$ cat src/rtl/fir_pkg.sv
// Shared FIR definitions: FSM state encoding and elaboration-time sizing helpers.
package fir_pkg;

  typedef enum logic [1:0] {IDLE, MAC, OUT} fir_state_e;

  function automatic int ceil_div(input int num, input int den);
    return (num + den - 1) / den;
  endfunction

  // Counter width for a range of v values; never narrower than one bit.
  function automatic int cnt_width(input int v);
    int r;
    r = 0;
    while ((1 << r) < v) r++;
    return (r == 0) ? 1 : r;
  endfunction

endpackage

$ cat src/rtl/fir_filter_delay_line.sv
// Sample delay line: on each valid strobe din enters taps[0] and older samples move up.
module FirFilterDelayLine #(
  parameter int DataWidth = 16,
  parameter int TapsNum   = 4
) (
  input  logic                               clk,
  input  logic                               rst,
  input  logic                               valid,
  input  logic [DataWidth-1:0]               din,
  output logic [TapsNum-1:0][DataWidth-1:0]  taps
);

  always_ff @(posedge clk) begin
    if (rst) begin
      taps <= '0;
    end else if (valid) begin
      taps[0] <= din;
      for (int i = 1; i < TapsNum; i++) taps[i] <= taps[i-1];
    end
  end

endmodule

$ cat src/rtl/fir_interp_serial.sv
// Polyphase interpolating FIR: one input per handshake, INTERP outputs per input,
// each phase computed by a single time-multiplexed multiply-accumulate.
module fir_interp_serial
  import fir_pkg::*;
#(
  parameter int INPUT_WIDTH       = 16,
  parameter int COEFF_WIDTH       = 8,
  parameter int OUTPUT_WIDTH      = 16,
  parameter int OUTPUT_WIDTH_FULL = 27,
  parameter int INTERP            = 4,
  parameter int NUM_TAPS          = 16,
  parameter logic [NUM_TAPS*COEFF_WIDTH-1:0] COEFFS = {NUM_TAPS{COEFF_WIDTH'(1)}}
) (
  input  logic                           clk,
  input  logic                           rst,
  input  logic                           valid_in,
  output logic                           ready_in,
  input  logic signed [INPUT_WIDTH-1:0]  din,
  output logic                           valid_out,
  input  logic                           ready_out,
  output logic signed [OUTPUT_WIDTH-1:0] dout
);

  localparam int P    = ceil_div(NUM_TAPS, INTERP);
  localparam int NH   = P * INTERP;
  localparam int TW   = cnt_width(P);
  localparam int PHW  = cnt_width(INTERP);
  localparam int IW   = cnt_width(NH);
  localparam int PRW  = INPUT_WIDTH + COEFF_WIDTH;
  localparam int FULL = OUTPUT_WIDTH_FULL;

  fir_state_e state, state_nxt;

  logic [TW-1:0]                  tap;
  logic [PHW-1:0]                 phase;
  logic signed [FULL-1:0]         acc;
  logic [P-1:0][INPUT_WIDTH-1:0]  x;
  logic                           accept;
  logic                           last_tap;
  logic                           last_phase;

  assign ready_in   = (state == IDLE) && !rst;
  assign valid_out  = (state == OUT);
  assign accept     = valid_in && ready_in;
  assign last_tap   = (tap == TW'(P - 1));
  assign last_phase = (phase == PHW'(INTERP - 1));

  FirFilterDelayLine #(
    .DataWidth (INPUT_WIDTH),
    .TapsNum   (P)
  ) u_dly (
    .clk   (clk),
    .rst   (rst),
    .valid (accept),
    .din   (din),
    .taps  (x)
  );

  // Prototype padded to a whole number of phases; the padding taps read as zero.
  logic signed [COEFF_WIDTH-1:0] h_pad [NH];
  for (genvar i = 0; i < NH; i++) begin : g_h
    if (i < NUM_TAPS) begin : g_c
      assign h_pad[i] = COEFFS[i*COEFF_WIDTH +: COEFF_WIDTH];
    end else begin : g_z
      assign h_pad[i] = '0;
    end
  end

  logic [IW-1:0]                  idx;
  logic signed [COEFF_WIDTH-1:0]  coef;
  logic signed [PRW-1:0]          prod;
  logic signed [FULL-1:0]         prod_ext;
  logic signed [FULL-1:0]         sum;
  logic signed [OUTPUT_WIDTH-1:0] dout_nxt;

  assign idx      = IW'(tap) * IW'(INTERP) + IW'(phase);
  assign coef     = h_pad[idx];
  assign prod     = $signed(x[tap]) * coef;
  assign prod_ext = FULL'(prod);
  assign sum      = acc + prod_ext;

  if (OUTPUT_WIDTH <= FULL) begin : g_trunc
    assign dout_nxt = sum[FULL-1 -: OUTPUT_WIDTH];
  end else begin : g_sext
    assign dout_nxt = OUTPUT_WIDTH'(sum);
  end

  always_ff @(posedge clk) begin
    if (rst) state <= IDLE;
    else     state <= state_nxt;
  end

  always_comb begin
    state_nxt = state;
    case (state)
      IDLE:    if (accept)    state_nxt = MAC;
      MAC:     if (last_tap)  state_nxt = OUT;
      OUT:     if (ready_out) state_nxt = last_phase ? IDLE : MAC;
      default:                state_nxt = IDLE;
    endcase
  end

  always_ff @(posedge clk) begin
    if (rst) begin
      tap   <= '0;
      phase <= '0;
      acc   <= '0;
      dout  <= '0;
    end else begin
      case (state)
        IDLE: if (accept) begin
          tap   <= '0;
          phase <= '0;
          acc   <= '0;
        end
        MAC: begin
          acc <= sum;
          if (last_tap) dout <= dout_nxt;
          else          tap  <= tap + 1'b1;
        end
        // dout stays put while the consumer stalls
        OUT: if (ready_out && !last_phase) begin
          phase <= phase + 1'b1;
          tap   <= '0;
          acc   <= '0;
        end
        default: ;
      endcase
    end
  end

endmodule

$ cat config.mk
export PLATFORM = sky130hd
export DESIGN_NAME = fir_interp_serial
export DESIGN_NICKNAME = d
export VERILOG_FILES = /design/src/rtl/fir_pkg.sv /design/src/rtl/fir_filter_delay_line.sv /design/src/rtl/fir_interp_serial.sv
export SDC_FILE = /design/constraint.sdc
export NUM_CORES = 1
export LEC_CHECK = 0
export CORE_MARGIN = 5
export CORE_UTILIZATION = 25
export DETAILED_ROUTE_END_ITERATION = 12
export PLACE_DENSITY = 0.4
export SYNTH_ARGS = -nofsm -noshare
export SYNTH_HDL_FRONTEND = slang
export SYNTH_HIERARCHICAL = 1
export SYNTH_SLANG_ARGS = --single-unit
$ cat constraint.sdc
create_clock -name clk -period 4.3 [get_ports clk]
set_input_delay 0.86 -clock clk [delete_from_list [all_inputs] [get_ports clk]]
set_output_delay 0.86 -clock clk [all_outputs]
set_load 0.1 [all_outputs]
==> results of run 1 <==
synthesized netlist by cell type, types with 8 or more instances:
master                     count
sky130_fd_sc_hd__nand2_1      36
sky130_fd_sc_hd__nand4_1       9
sky130_fd_sc_hd__a22oi_1      13
sky130_fd_sc_hd__o21ai_1      14
sky130_fd_sc_hd__dfxtp_1     113
sky130_fd_sc_hd__a21o_1       19
sky130_fd_sc_hd__nand3_1      10
sky130_fd_sc_hd__o21ai_0       9
sky130_fd_sc_hd__and3_1        9
sky130_fd_sc_hd__ha_1        100
sky130_fd_sc_hd__mux2i_1      64
sky130_fd_sc_hd__nor2_1       93
sky130_fd_sc_hd__xnor2_1      12
sky130_fd_sc_hd__a21oi_1      25
sky130_fd_sc_hd__xor2_1       12
sky130_fd_sc_hd__buf_1         8
sky130_fd_sc_hd__mux4_2       14
sky130_fd_sc_hd__a22o_1        8
sky130_fd_sc_hd__clkbuf_1     13
per-stage QoR:
step	hold WS (ps)	cell area (um2)	total power [uW]	utilization, %
after detailed placement	449	7360	1340	28.2
after CTS	459	7950	2790	30.4
after global routing	478	7960	2860	30.5
final	452	7960	2740	30.5
after floorplan	430	6640	1270	-
after global placement	452	7360	1340	28.2
what timing repair did:
item | 4_1_cts | 5_1_grt
resized for setup | 0 | 1
hold buffers | 0 | 0
setup endpoints to repair | 0 | 4
buffers inserted | 0 | 1
where the power goes:
part | switching [uW] | internal (uW)
clock | 537 | 887
sequential | 13.2 | 1060
combinational | 136 | 105
flip-flops by register name, summed over array words and instances, names as in the netlist:
signal and flops:
phase 2, u_dly/taps 64, tap 2, dout 16, acc 27, state 2
cell families (layout without fill, tap and decap cells):
kind of cell | Yosys count | count (layout) | share of synthesized area (%)
adders and majority gates | 101 | 101 | 19.1
muxes | 80 | 80 | 15.2
AOI/OAI and AO/OA | 116 | 116 | 12.3
buffers and inverters | 42 | 92 | 3.73
DFF | 113 | 113 | 34.1
xor gates and xnor gates | 24 | 24 | 3.17
and+or+nand+nor | 185 | 185 | 12.4
tightest hold or removal path: cells and delay by family (launching register included):
| family | cells | cell delay, ps |
|---|---|---|
| simple gates | 1 | 50 |
| flops | 1 | 310 |
| compound gates | 1 | 50 |
how the worst max path moves through the flow:
| stage | cells past startpoint | to | slack [ps] |
|---|---|---|---|
| floorplan | 2 | ready_in | 350 |
| global placement | 13 | dout[14] | 180 |
| detailed placement | 13 | dout[14] | 110 |
| CTS | 13 | dout[14] | 90 |
| global route | 14 | dout[14] | -20 |
| finish | 14 | dout[14] | 150 |
cell usage in the layout, fill, tap and decap left out, drive strengths merged, types with 13 or more instances in the layout:
master,n
nor2,93
a22oi,13
o21ai,23
mux4,16
dfxtp,113
buf,18
ha,100
clkdlybuf4s50,35
mux2i,64
a21oi,26
a21o,19
nand2,36
clkbuf,21
per-layer routing:
layer / up-vias / track usage (%) / share of wire [%]
met5: - / 0 / 0
met4: 0 / 3.96 / 1.4
met3: 15 / 2.42 / 3.2
met2: 55 / 16.7 / 45
met1: 2343 / 14.2 / 50
li1: 2488 / - / -
cell type report:
cell class                 instances  area [um2]  share of cell area [%]
multi-input combinational        506        4140                    52.0
sequential                       113        2260                    28.4
timing repair buffer              53         523                    6.57
clock buffer                      21         460                    5.78
tap                              335         419                    5.26
clock inverter                    11         131                    1.65
inverter                           7        26.3                   0.330
==> results_tabular.tex, run 1 <==
\begin{tabular}{lr}
\hline
Metric & Value \\
\hline
\multicolumn{2}{l}{\textbf{Critical path}} \\
\quad Most Frequent Cell on Critical Path & sky130\_fd\_sc\_hd\_\_ha\_1 \\
\quad Startpoint type of the worst setup path & register \\
\quad Signal arrival time at the worst endpoint & 4460 ps \\
\quad End of the worst register-to-register path & dout[14] \\
\quad Highest-delay cell along the critical path & sky130\_fd\_sc\_hd\_\_mux4\_2 \\
\quad Critical Path Start & tap[0] \\
\quad Highest fanout seen on the critical path & 14 \\
\quad Type of the setup path with the least slack & register to register \\
\quad Register-to-register setup slack & 150 ps \\
\quad CP Cell Sequence & buf\_12 -> mux4\_2 -> ha\_1 -> ha\_1 -> ha\_1 -> ha\_1 -> fa\_1 -> a21o\_1 -> a22oi\_1 -> a2bb2oi\_2 -> o41ai\_4 -> buf\_4 -> o21ai\_1 -> o311ai\_1 \\
\quad Nature of the critical path endpoint & register \\
\quad Longest individual stage delay on the worst path & about 500 ps \\
\quad Required arrival time at the worst endpoint & 4610 ps \\
\quad Worst Reg-to-Reg Cells & 14 \\
\quad Worst path buffer plus inverter count & 2 \\
\quad Crit-path leading delay family & adder cells \\
\quad Source of the worst register-to-register timing path & tap[0] \\
\multicolumn{2}{l}{\textbf{Logic synthesis}} \\
\quad Summed instance area of the synthesized netlist & 6640 um2 \\
\quad Portion of the post-synthesis area used by sequential elements & 34.1\% \\
\quad Portion of synthesized cell area occupied by the leading cell type & 34.1\% \\
\quad Number of distinct standard cells referenced by the synthesized netlist & 53 \\
\quad Dominant register cell in the synthesized netlist & sky130\_fd\_sc\_hd\_\_dfxtp\_1 \\
\quad Nets in the synthesized netlist & 782 \\
\quad Leading area contributor after synthesis & sky130\_fd\_sc\_hd\_\_dfxtp\_1 \\
\quad Largest cells by area after synthesis & sky130\_fd\_sc\_hd\_\_dfxtp\_1 (34\%), sky130\_fd\_sc\_hd\_\_ha\_1 (19\%), sky130\_fd\_sc\_hd\_\_mux2i\_1 (9.6\%), sky130\_fd\_sc\_hd\_\_nor2\_1 (5.3\%), sky130\_fd\_sc\_hd\_\_mux4\_2 (4.7\%) \\
\quad Number of synthesized flops with an enable pin & 0 \\
\quad Number of synthesized register bits & 113 \\
\quad Synth Instances & 661 \\
\quad Count of synthesis-stage warnings from yosys & 6 \\
\quad Async set-reset flop share out of synthesis & 0\% \\
\quad Synthesized area per cell & approximately 10 um2 \\
\multicolumn{2}{l}{\textbf{Layout}} \\
\quad Fill count & 2,732 \\
\quad Share of final-layout standard cells stronger than drive strength 1 & roughly a tenth \\
\quad Area delta synth->final & 20.0\% \\
\quad Non-filler instance count after layout & 1,046 \\
\quad Number of nets in the final layout & roughly 820 \\
\quad Antenna diodes & 0 \\
\multicolumn{2}{l}{\textbf{Placed design}} \\
\quad Total of buffers placed on input and output ports & 37 \\
\quad \# placed instances & 1,013 \\
\quad Weighted congestion reported at the end of routability-driven placement & 0.796 \\
\quad Worst setup slack before clock tree synthesis & between 100 and 150 ps \\
\quad Half-perimeter wire length of the detailed placement result & about 11 mm \\
\multicolumn{2}{l}{\textbf{Detailed routing}} \\
\quad Post-detailed-route count of antenna-violating nets & 0 \\
\quad DRC & 0 \\
\quad Pre-Repair DR Iteration Count & 4 \\
\quad Vias after detailed routing & 4,901 \\
\quad Drt wl/cell & 14.8 um \\
\quad Total detailed-routing wirelength & about 15 mm \\
\quad Iter 0 DRT Violations & 234 \\
\quad Post-DR vias/cell & 4.69 \\
\multicolumn{2}{l}{\textbf{Clock tree}} \\
\quad Clock root cell & sky130\_fd\_sc\_hd\_\_clkbuf\_16 \\
\quad Clock sink count & 113 \\
\quad CTS Buffer Depth & 2 \\
\quad Latest clock arrival within the worst-skew pair & about 420 ps \\
\quad TritonCTS Buffers & 17 \\
\quad Total number of H-tree levels & 4 \\
\quad CTS tree & built \\
\quad Reg clk slew, reported paths & $\sim$60 ps \\
\multicolumn{2}{l}{\textbf{STA}} \\
\quad Share of the cycle needed by the critical path after routing & 96.5\% \\
\quad Endpoints failing hold & 0 \\
\quad Max-Slew Margin vs Limit & 31.0\% \\
\quad Final Worst Setup Slack & 150 ps \\
\quad Least-Margin Pin Slew & 1030 ps \\
\quad Final setup viols & 0 \\
\quad Minimum clock period after layout & 4150 ps \\
\quad Worst clock skew & 11.3 ps \\
\quad Final-layout setup total negative slack & 0 ps \\
\quad Top achievable clock speed & 241 MHz \\
\quad Final Slew Violations & 0 \\
\multicolumn{2}{l}{\textbf{Hold path}} \\
\quad Worst hold path endpoint & acc[20] \\
\quad Worst hold start & acc[20] \\
\quad HP Class & register to register \\
\quad Cell depth of the worst hold path & 2 \\
\multicolumn{2}{l}{\textbf{Global routing}} \\
\quad Largest net degree at the start of global routing & a little over 80 \\
\quad Initial antenna violation count & 0 \\
\quad Wire length of the first global-routing pass & roughly 26 mm \\
\quad Vias in the first global route & 4,948 \\
\quad Global router's overall resource usage & 10.6\% \\
\quad GR Overflow Total & 0 \\
\multicolumn{2}{l}{\textbf{Job}} \\
\quad Total of max-cap violations & 0 \\
\multicolumn{2}{l}{\textbf{Floorplanning}} \\
\quad I/O pin total & 38 \\
\quad Starting density of the core & 25.4\% \\
\quad Floorplan die width & 173 um \\
\quad Number of standard-cell rows in the floorplan & 59 \\
\quad Area of the die & 29,900 um2 \\
\quad Vertical extent of the die & roughly 170 um \\
\quad Core Area & about 26,000 um2 \\
\multicolumn{2}{l}{\textbf{Pwr}} \\
\quad Maximum ir drop on the vdd rail & between 0.15 and 0.2 mV \\
\quad Pwr/cell area & 344 nW/um2 \\
\quad Standby leakage power & 0.00364 uW \\
\multicolumn{2}{l}{\textbf{Run status}} \\
\quad Outcome & finished, final reports clean \\
\hline
\end{tabular}
Note: power is estimated with default switching activity, not from simulation.
==> run 2, diff against run 1 <==
--- a/config.mk
+++ b/config.mk
@@ -6,9 +6,9 @@
 export NUM_CORES = 1
 export LEC_CHECK = 0
 export CORE_MARGIN = 5
-export CORE_UTILIZATION = 25
+export CORE_UTILIZATION = 55
 export DETAILED_ROUTE_END_ITERATION = 12
-export PLACE_DENSITY = 0.4
+export PLACE_DENSITY = 0.74
 export SYNTH_ARGS = -nofsm -noshare
 export SYNTH_HDL_FRONTEND = slang
 export SYNTH_HIERARCHICAL = 1
==> results_tabular.tex, run 2 (synthesis gave the netlist of run 1 again) <==
\begin{tabular}{lr}
\hline
Metric & Value \\
\hline
\multicolumn{2}{l}{\textbf{Placed design}} \\
\quad Weighted congestion reported at the end of routability-driven placement & 0.894 \\
\quad Half-perimeter wire length of the detailed placement result & 9.73 mm \\
\quad Worst setup slack before clock tree synthesis & 257 ps \\
\quad Total of buffers placed on input and output ports & 37 \\
\multicolumn{2}{l}{\textbf{Detailed routing}} \\
\quad Post-detailed-route count of antenna-violating nets & 0 \\
\quad Drt wl/cell & 16.2 um \\
\quad Vias after detailed routing & 4,987 \\
\quad Post-DR vias/cell & 5.84 \\
\quad Pre-Repair DR Iteration Count & 6 \\
\quad DRC & 0 \\
\quad Total detailed-routing wirelength & 13.8 mm \\
\quad Iter 0 DRT Violations & 286 \\
\multicolumn{2}{l}{\textbf{Critical path}} \\
\quad Nature of the critical path endpoint & register \\
\quad Highest fanout seen on the critical path & 19 \\
\quad Startpoint type of the worst setup path & register \\
\quad Type of the setup path with the least slack & register to register \\
\quad Signal arrival time at the worst endpoint & $\sim$4400 ps \\
\quad Required arrival time at the worst endpoint & approximately 4600 ps \\
\quad Critical Path Start & tap[0] \\
\quad Worst Reg-to-Reg Cells & 13 \\
\quad Source of the worst register-to-register timing path & tap[0] \\
\multicolumn{2}{l}{\textbf{STA}} \\
\quad Top achievable clock speed & around 250 MHz \\
\quad Share of the cycle needed by the critical path after routing & 94.7\% \\
\quad Final Slew Violations & 0 \\
\quad Worst clock skew & 12.6 ps \\
\quad Final-layout setup total negative slack & 0 ps \\
\quad Final setup viols & 0 \\
\quad Endpoints failing hold & 0 \\
\quad Final Worst Setup Slack & approximately 230 ps \\
\quad Minimum clock period after layout & 4070 ps \\
\quad Worst hold slack & about 460 ps \\
\quad RSZ-0062 raised after global routing & no \\
\quad Max-Slew Margin vs Limit & between 30\% and 40\% \\
\quad Least-Margin Pin Slew & 976 ps \\
\multicolumn{2}{l}{\textbf{Floorplanning}} \\
\quad Core Area & 11,900 um2 \\
\quad Vertical extent of the die & 120 um \\
\quad Starting density of the core & 55.7\% \\
\quad Floorplan die width & 120 um \\
\quad Number of standard-cell rows in the floorplan & 40 \\
\quad Area of the die & between 10,000 and 15,000 um2 \\
\quad I/O pin total & 38 \\
\multicolumn{2}{l}{\textbf{Clock tree}} \\
\quad CTS Buffer Depth & 2 \\
\quad Total number of H-tree levels & 4 \\
\quad Reg clk slew, reported paths & 50 ps \\
\quad Post-CTS setup buffer count & 0 \\
\quad TritonCTS Buffers & 17 \\
\quad Number of gates given a new drive strength after cts & 0 \\
\quad Clock sink count & roughly 110 \\
\quad Clock root cell & sky130\_fd\_sc\_hd\_\_clkbuf\_16 \\
\quad Hold buffers post-CTS & 0 \\
\quad CTS tree & built \\
\quad Latest clock arrival within the worst-skew pair & 410 ps \\
\multicolumn{2}{l}{\textbf{Layout}} \\
\quad Leading cell type in the layout, fill and taps excluded & sky130\_fd\_sc\_hd\_\_dfxtp\_1 \\
\quad Share of final-layout standard cells stronger than drive strength 1 & 9.34\% \\
\quad Antenna diodes & 0 \\
\quad Area delta synth->final & 15.3\% \\
\quad Highest-count cells in the layout ignoring fill and taps & sky130\_fd\_sc\_hd\_\_dfxtp\_1 (113), sky130\_fd\_sc\_hd\_\_ha\_1 (100), sky130\_fd\_sc\_hd\_\_nor2\_1 (93) \\
\quad Flip-flop count of the largest register after layout & 64 \\
\quad Largest registers & u\_dly/taps x64, acc x27, dout x16 \\
\quad Largest Register & u\_dly/taps \\
\quad Number of nets in the final layout & between 800 and 900 \\
\multicolumn{2}{l}{\textbf{Pwr}} \\
\quad Pwr/cell area & 347 nW/um2 \\
\quad Maximum ir drop on the vdd rail & between 0.3 and 0.4 mV \\
\quad Total power of the final layout & roughly 2700 uW \\
\quad Standby leakage power & 0.00362 uW \\
\multicolumn{2}{l}{\textbf{Global routing}} \\
\quad GR Overflow Total & 0 \\
\quad Largest net degree at the start of global routing & 96 \\
\quad Global router's overall resource usage & 19.8\% \\
\quad Vias in the first global route & 4,852 \\
\quad Wire length of the first global-routing pass & 23.0 mm \\
\quad Initial antenna violation count & 0 \\
\multicolumn{2}{l}{\textbf{Hold path}} \\
\quad Worst hold start & acc[25] \\
\quad Cell depth of the worst hold path & 2 \\
\quad HP Class & register to register \\
\multicolumn{2}{l}{\textbf{Job}} \\
\quad Total of max-cap violations & 0 \\
\multicolumn{2}{l}{\textbf{Run status}} \\
\quad Outcome & finished, final reports clean \\
\hline
\end{tabular}
==> run 2: cell types whose count changed in the layout (fill, tap and decap cells not counted), sizes merged <==
cell and change:
buf -4, clkbuf -3, clkinv +3, clkinvlp -1
inv +1
==> run 2: final timing paths <==
kind                                  to  slack, ps
worst max register to register  dout[10]        230
worst min-delay path             acc[25]        460
worst min register to register   acc[25]        460
worst max-delay path            dout[10]        230
==> run 2: cell type report <==
cell class / count / area, um2
Clock buffer: 18 / 429
Tap cell: 147 / 184
Fill cell: 957 / 4260
Timing Repair Buffer: 49 / 478
Inverter: 7 / 26.3
Clock inverter: 14 / 140
Multi-Input combinational cell: 506 / 4140
Sequential cell: 113 / 2260
==> run 2: where the power goes <==
| group | switching [uW] | internal, uW | total (uW) | leakage, uW |
|---|---|---|---|---|
| Sequential | 12.7 | 1060 | 1080 | 0.000913 |
| Clock | 501 | 849 | 1350 | 0.000280 |
| Combinational | 131 | 99.5 | 230 | 0.00242 |
| Total | 645 | 2010 | 2660 | 0.00362 |
==> run 2: metrics by stage <==
stage / util (%) / cell area (um2) / instances
floorplan: - / 6640 / 661
global placement: 59.5 / 7090 / 822
detailed placement: 59.5 / 7090 / 822
CTS: 64.3 / 7650 / 854
global route: 64.3 / 7650 / 854
finish: 64.3 / 7650 / 854
==> run 2: worst max-delay path, cell delays in order (launching register included) <==
cell                        delay [ps]
sky130_fd_sc_hd__dfxtp_1           350
sky130_fd_sc_hd__buf_12            190
sky130_fd_sc_hd__mux4_2            520
sky130_fd_sc_hd__ha_1              280
sky130_fd_sc_hd__ha_1              270
sky130_fd_sc_hd__ha_1              280
sky130_fd_sc_hd__ha_1              230
sky130_fd_sc_hd__fa_1              410
sky130_fd_sc_hd__a21o_1            230
sky130_fd_sc_hd__a22oi_1           180
sky130_fd_sc_hd__a2bb2oi_2         140
sky130_fd_sc_hd__o41ai_4           370
sky130_fd_sc_hd__o21ai_1           230
sky130_fd_sc_hd__o311ai_1          290
==> run 2: layer usage <==
metal / GRT usage, % / up-vias / routed length, um
met4: 5.80 / 0 / 118
met3: 5.14 / 9 / 675
met2: 33.3 / 104 / 6670
li1: - / 2492 / -
met5: 0 / - / 0
met1: 25.2 / 2382 / 6380
==> run 3, diff against run 2 <==
--- a/config.mk
+++ b/config.mk
@@ -6,9 +6,10 @@
 export NUM_CORES = 1
 export LEC_CHECK = 0
 export CORE_MARGIN = 5
-export CORE_UTILIZATION = 55
+export CORE_UTILIZATION = 40
 export DETAILED_ROUTE_END_ITERATION = 12
-export PLACE_DENSITY = 0.74
+export PLACE_DENSITY = 0.57
+export REMOVE_ABC_BUFFERS = 1
 export SYNTH_ARGS = -nofsm -noshare
 export SYNTH_HDL_FRONTEND = slang
 export SYNTH_HIERARCHICAL = 1
==> results_tabular.tex, run 3 (synthesis gave the netlist of run 1 again) <==
\begin{tabular}{lr}
\hline
Metric & Value \\
\hline
\multicolumn{2}{l}{\textbf{Critical path}} \\
\quad Critical Path Start & tap[0] \\
\quad Signal arrival time at the worst endpoint & approximately 4400 ps \\
\quad End of the worst register-to-register path & acc[21] \\
\quad Startpoint type of the worst setup path & register \\
\quad Required arrival time at the worst endpoint & 4590 ps \\
\quad Highest fanout seen on the critical path & 6 \\
\quad Nature of the critical path endpoint & register \\
\quad Critical Path Sink & acc[21] \\
\quad Worst Reg-to-Reg Cells & 14 \\
\quad Type of the setup path with the least slack & register to register \\
\quad Register-to-register setup slack & 230 ps \\
\quad Source of the worst register-to-register timing path & tap[0] \\
\multicolumn{2}{l}{\textbf{Floorplanning}} \\
\quad Core Area & between 15,000 and 20,000 um2 \\
\quad I/O pin total & 38 \\
\quad Number of standard-cell rows in the floorplan & 47 \\
\quad Starting density of the core & 40.5\% \\
\quad Floorplan die width & 139 um \\
\quad Area of the die & 19,300 um2 \\
\quad Vertical extent of the die & 139 um \\
\multicolumn{2}{l}{\textbf{Layout}} \\
\quad Share of final-layout standard cells stronger than drive strength 1 & 9.19\% \\
\quad Flip-flop count of the largest register after layout & 64 \\
\quad Non-filler instance count after layout & 927 \\
\quad Fill count & 1,519 \\
\quad Area delta synth->final & 17.2\% \\
\quad Highest-count cells in the layout ignoring fill and taps & sky130\_fd\_sc\_hd\_\_dfxtp\_1 (113), sky130\_fd\_sc\_hd\_\_ha\_1 (100), sky130\_fd\_sc\_hd\_\_nor2\_1 (93) \\
\quad Antenna diodes & 0 \\
\quad Largest registers & u\_dly/taps x64, acc x27, dout x16 \\
\quad Final core utilization & 47.4\% \\
\quad Number of nets in the final layout & 816 \\
\quad Leading cell type in the layout, fill and taps excluded & sky130\_fd\_sc\_hd\_\_dfxtp\_1 \\
\quad Largest Register & u\_dly/taps \\
\multicolumn{2}{l}{\textbf{STA}} \\
\quad Max-Slew Margin vs Limit & roughly 35\% \\
\quad Final Slew Violations & 0 \\
\quad Share of the cycle needed by the critical path after routing & $\sim$95\% \\
\quad Final setup viols & 0 \\
\quad Minimum clock period after layout & 4070 ps \\
\quad Top achievable clock speed & 246 MHz \\
\quad Endpoints failing hold & 0 \\
\quad Worst clock skew & 8.75 ps \\
\quad Worst hold slack & between 400 and 500 ps \\
\quad RSZ-0062 raised after global routing & no \\
\quad Final Worst Setup Slack & 230 ps \\
\quad Least-Margin Pin Slew & 979 ps \\
\multicolumn{2}{l}{\textbf{Placed design}} \\
\quad Weighted congestion reported at the end of routability-driven placement & approximately 0.9 \\
\quad Worst setup slack before clock tree synthesis & 242 ps \\
\quad Half-perimeter wire length of the detailed placement result & 10.1 mm \\
\quad \# placed instances & 896 \\
\quad Total of buffers placed on input and output ports & 37 \\
\multicolumn{2}{l}{\textbf{Clock tree}} \\
\quad TritonCTS Buffers & 17 \\
\quad Reg clk slew, reported paths & 60 ps \\
\quad Clock root cell & sky130\_fd\_sc\_hd\_\_clkbuf\_16 \\
\quad Clock sink count & 113 \\
\quad CTS Buffer Depth & 2 \\
\quad CTS tree & built \\
\quad Total number of H-tree levels & 4 \\
\quad Post-CTS setup buffer count & 0 \\
\quad Latest clock arrival within the worst-skew pair & between 400 and 500 ps \\
\quad Number of gates given a new drive strength after cts & 0 \\
\quad Hold buffers post-CTS & 0 \\
\multicolumn{2}{l}{\textbf{Detailed routing}} \\
\quad Post-DR vias/cell & 5.30 \\
\quad Pre-Repair DR Iteration Count & 5 \\
\quad DRC & 0 \\
\quad Post-detailed-route count of antenna-violating nets & 0 \\
\quad Total detailed-routing wirelength & 14.2 mm \\
\quad Drt wl/cell & 15.3 um \\
\quad Iter 0 DRT Violations & 233 \\
\quad Vias after detailed routing & 4,916 \\
\multicolumn{2}{l}{\textbf{Pwr}} \\
\quad Standby leakage power & 0.00363 uW \\
\quad Maximum ir drop on the vdd rail & roughly 0.29 mV \\
\quad Pwr/cell area & 346 nW/um2 \\
\multicolumn{2}{l}{\textbf{Global routing}} \\
\quad GR Overflow Total & 0 \\
\quad Initial antenna violation count & 0 \\
\quad Vias in the first global route & 4,946 \\
\quad Largest net degree at the start of global routing & 73 \\
\quad Global router's overall resource usage & 15.2\% \\
\quad Wire length of the first global-routing pass & 23.9 mm \\
\multicolumn{2}{l}{\textbf{Run status}} \\
\quad Outcome & finished, final reports clean \\
\multicolumn{2}{l}{\textbf{Hold path}} \\
\quad HP Class & register to register \\
\multicolumn{2}{l}{\textbf{Job}} \\
\quad Total of max-cap violations & 0 \\
\hline
\end{tabular}
==> run 3: critical path, cell delays in order (launching register included) <==
cell and delay [ps]:
sky130_fd_sc_hd__dfxtp_1 380, sky130_fd_sc_hd__buf_4 200, sky130_fd_sc_hd__mux4_2 510, sky130_fd_sc_hd__ha_1 280, sky130_fd_sc_hd__ha_1 270, sky130_fd_sc_hd__ha_1 270
sky130_fd_sc_hd__ha_1 230, sky130_fd_sc_hd__fa_1 400, sky130_fd_sc_hd__a21o_1 230, sky130_fd_sc_hd__a22oi_1 180, sky130_fd_sc_hd__a2bb2oi_2 140, sky130_fd_sc_hd__o41ai_4 360
sky130_fd_sc_hd__o21ai_1 210, sky130_fd_sc_hd__xnor2_1 210, sky130_fd_sc_hd__o21ai_1 70
==> run 3: worst min-delay path by stage <==
stage	start	end	slack (ps)	cells past startpoint
after floorplan	acc[25]	acc[25]	430	2
after global placement	acc[21]	acc[21]	440	2
after detailed placement	acc[21]	acc[21]	440	2
after CTS	acc[21]	acc[21]	450	2
after global routing	acc[21]	acc[21]	470	2
final	acc[21]	acc[21]	450	2
==> run 3: report_power, final <==
part / leakage, uW / switching, uW / total [uW] / internal [uW]
sequential: 0.000913 / 12.6 / 1080 / 1060
combinational: 0.00243 / 130 / 231 / 101
clock: 0.000282 / 489 / 1380 / 892
==> run 3: layout make-up <==
type | count | area [um2] | area share [%]
repair buffers | 50 | 500 | 6.43
clock inverters | 9 | 108 | 1.38
multi-input cells | 506 | 4140 | 53.1
clock buffers | 22 | 474 | 6.09
inverters | 7 | 26.3 | 0.338
well taps | 220 | 275 | 3.54
flip-flops and latches | 113 | 2260 | 29.1
==> run 3: metal layers <==
metal  up-vias  GRT usage [%]  wire (um)
li1       2491              -          -
met1      2340           18.2       6510
met2        67           25.8       6990
met3        18           4.17        442
met4         0           6.28        235
met5         -              0          0
==> run 3: through the flow <==
| stage | setup TNS [ps] | total power [uW] | cell area [um2] |
|---|---|---|---|
| detailed placement | 0 | 1330 | 7200 |
| floorplan | -459560 | 1270 | 6420 |
| global route | 0 | 2800 | 7780 |
| finish | 0 | 2690 | 7780 |
| global placement | 0 | 1330 | 7200 |
| CTS | 0 | 2730 | 7780 |
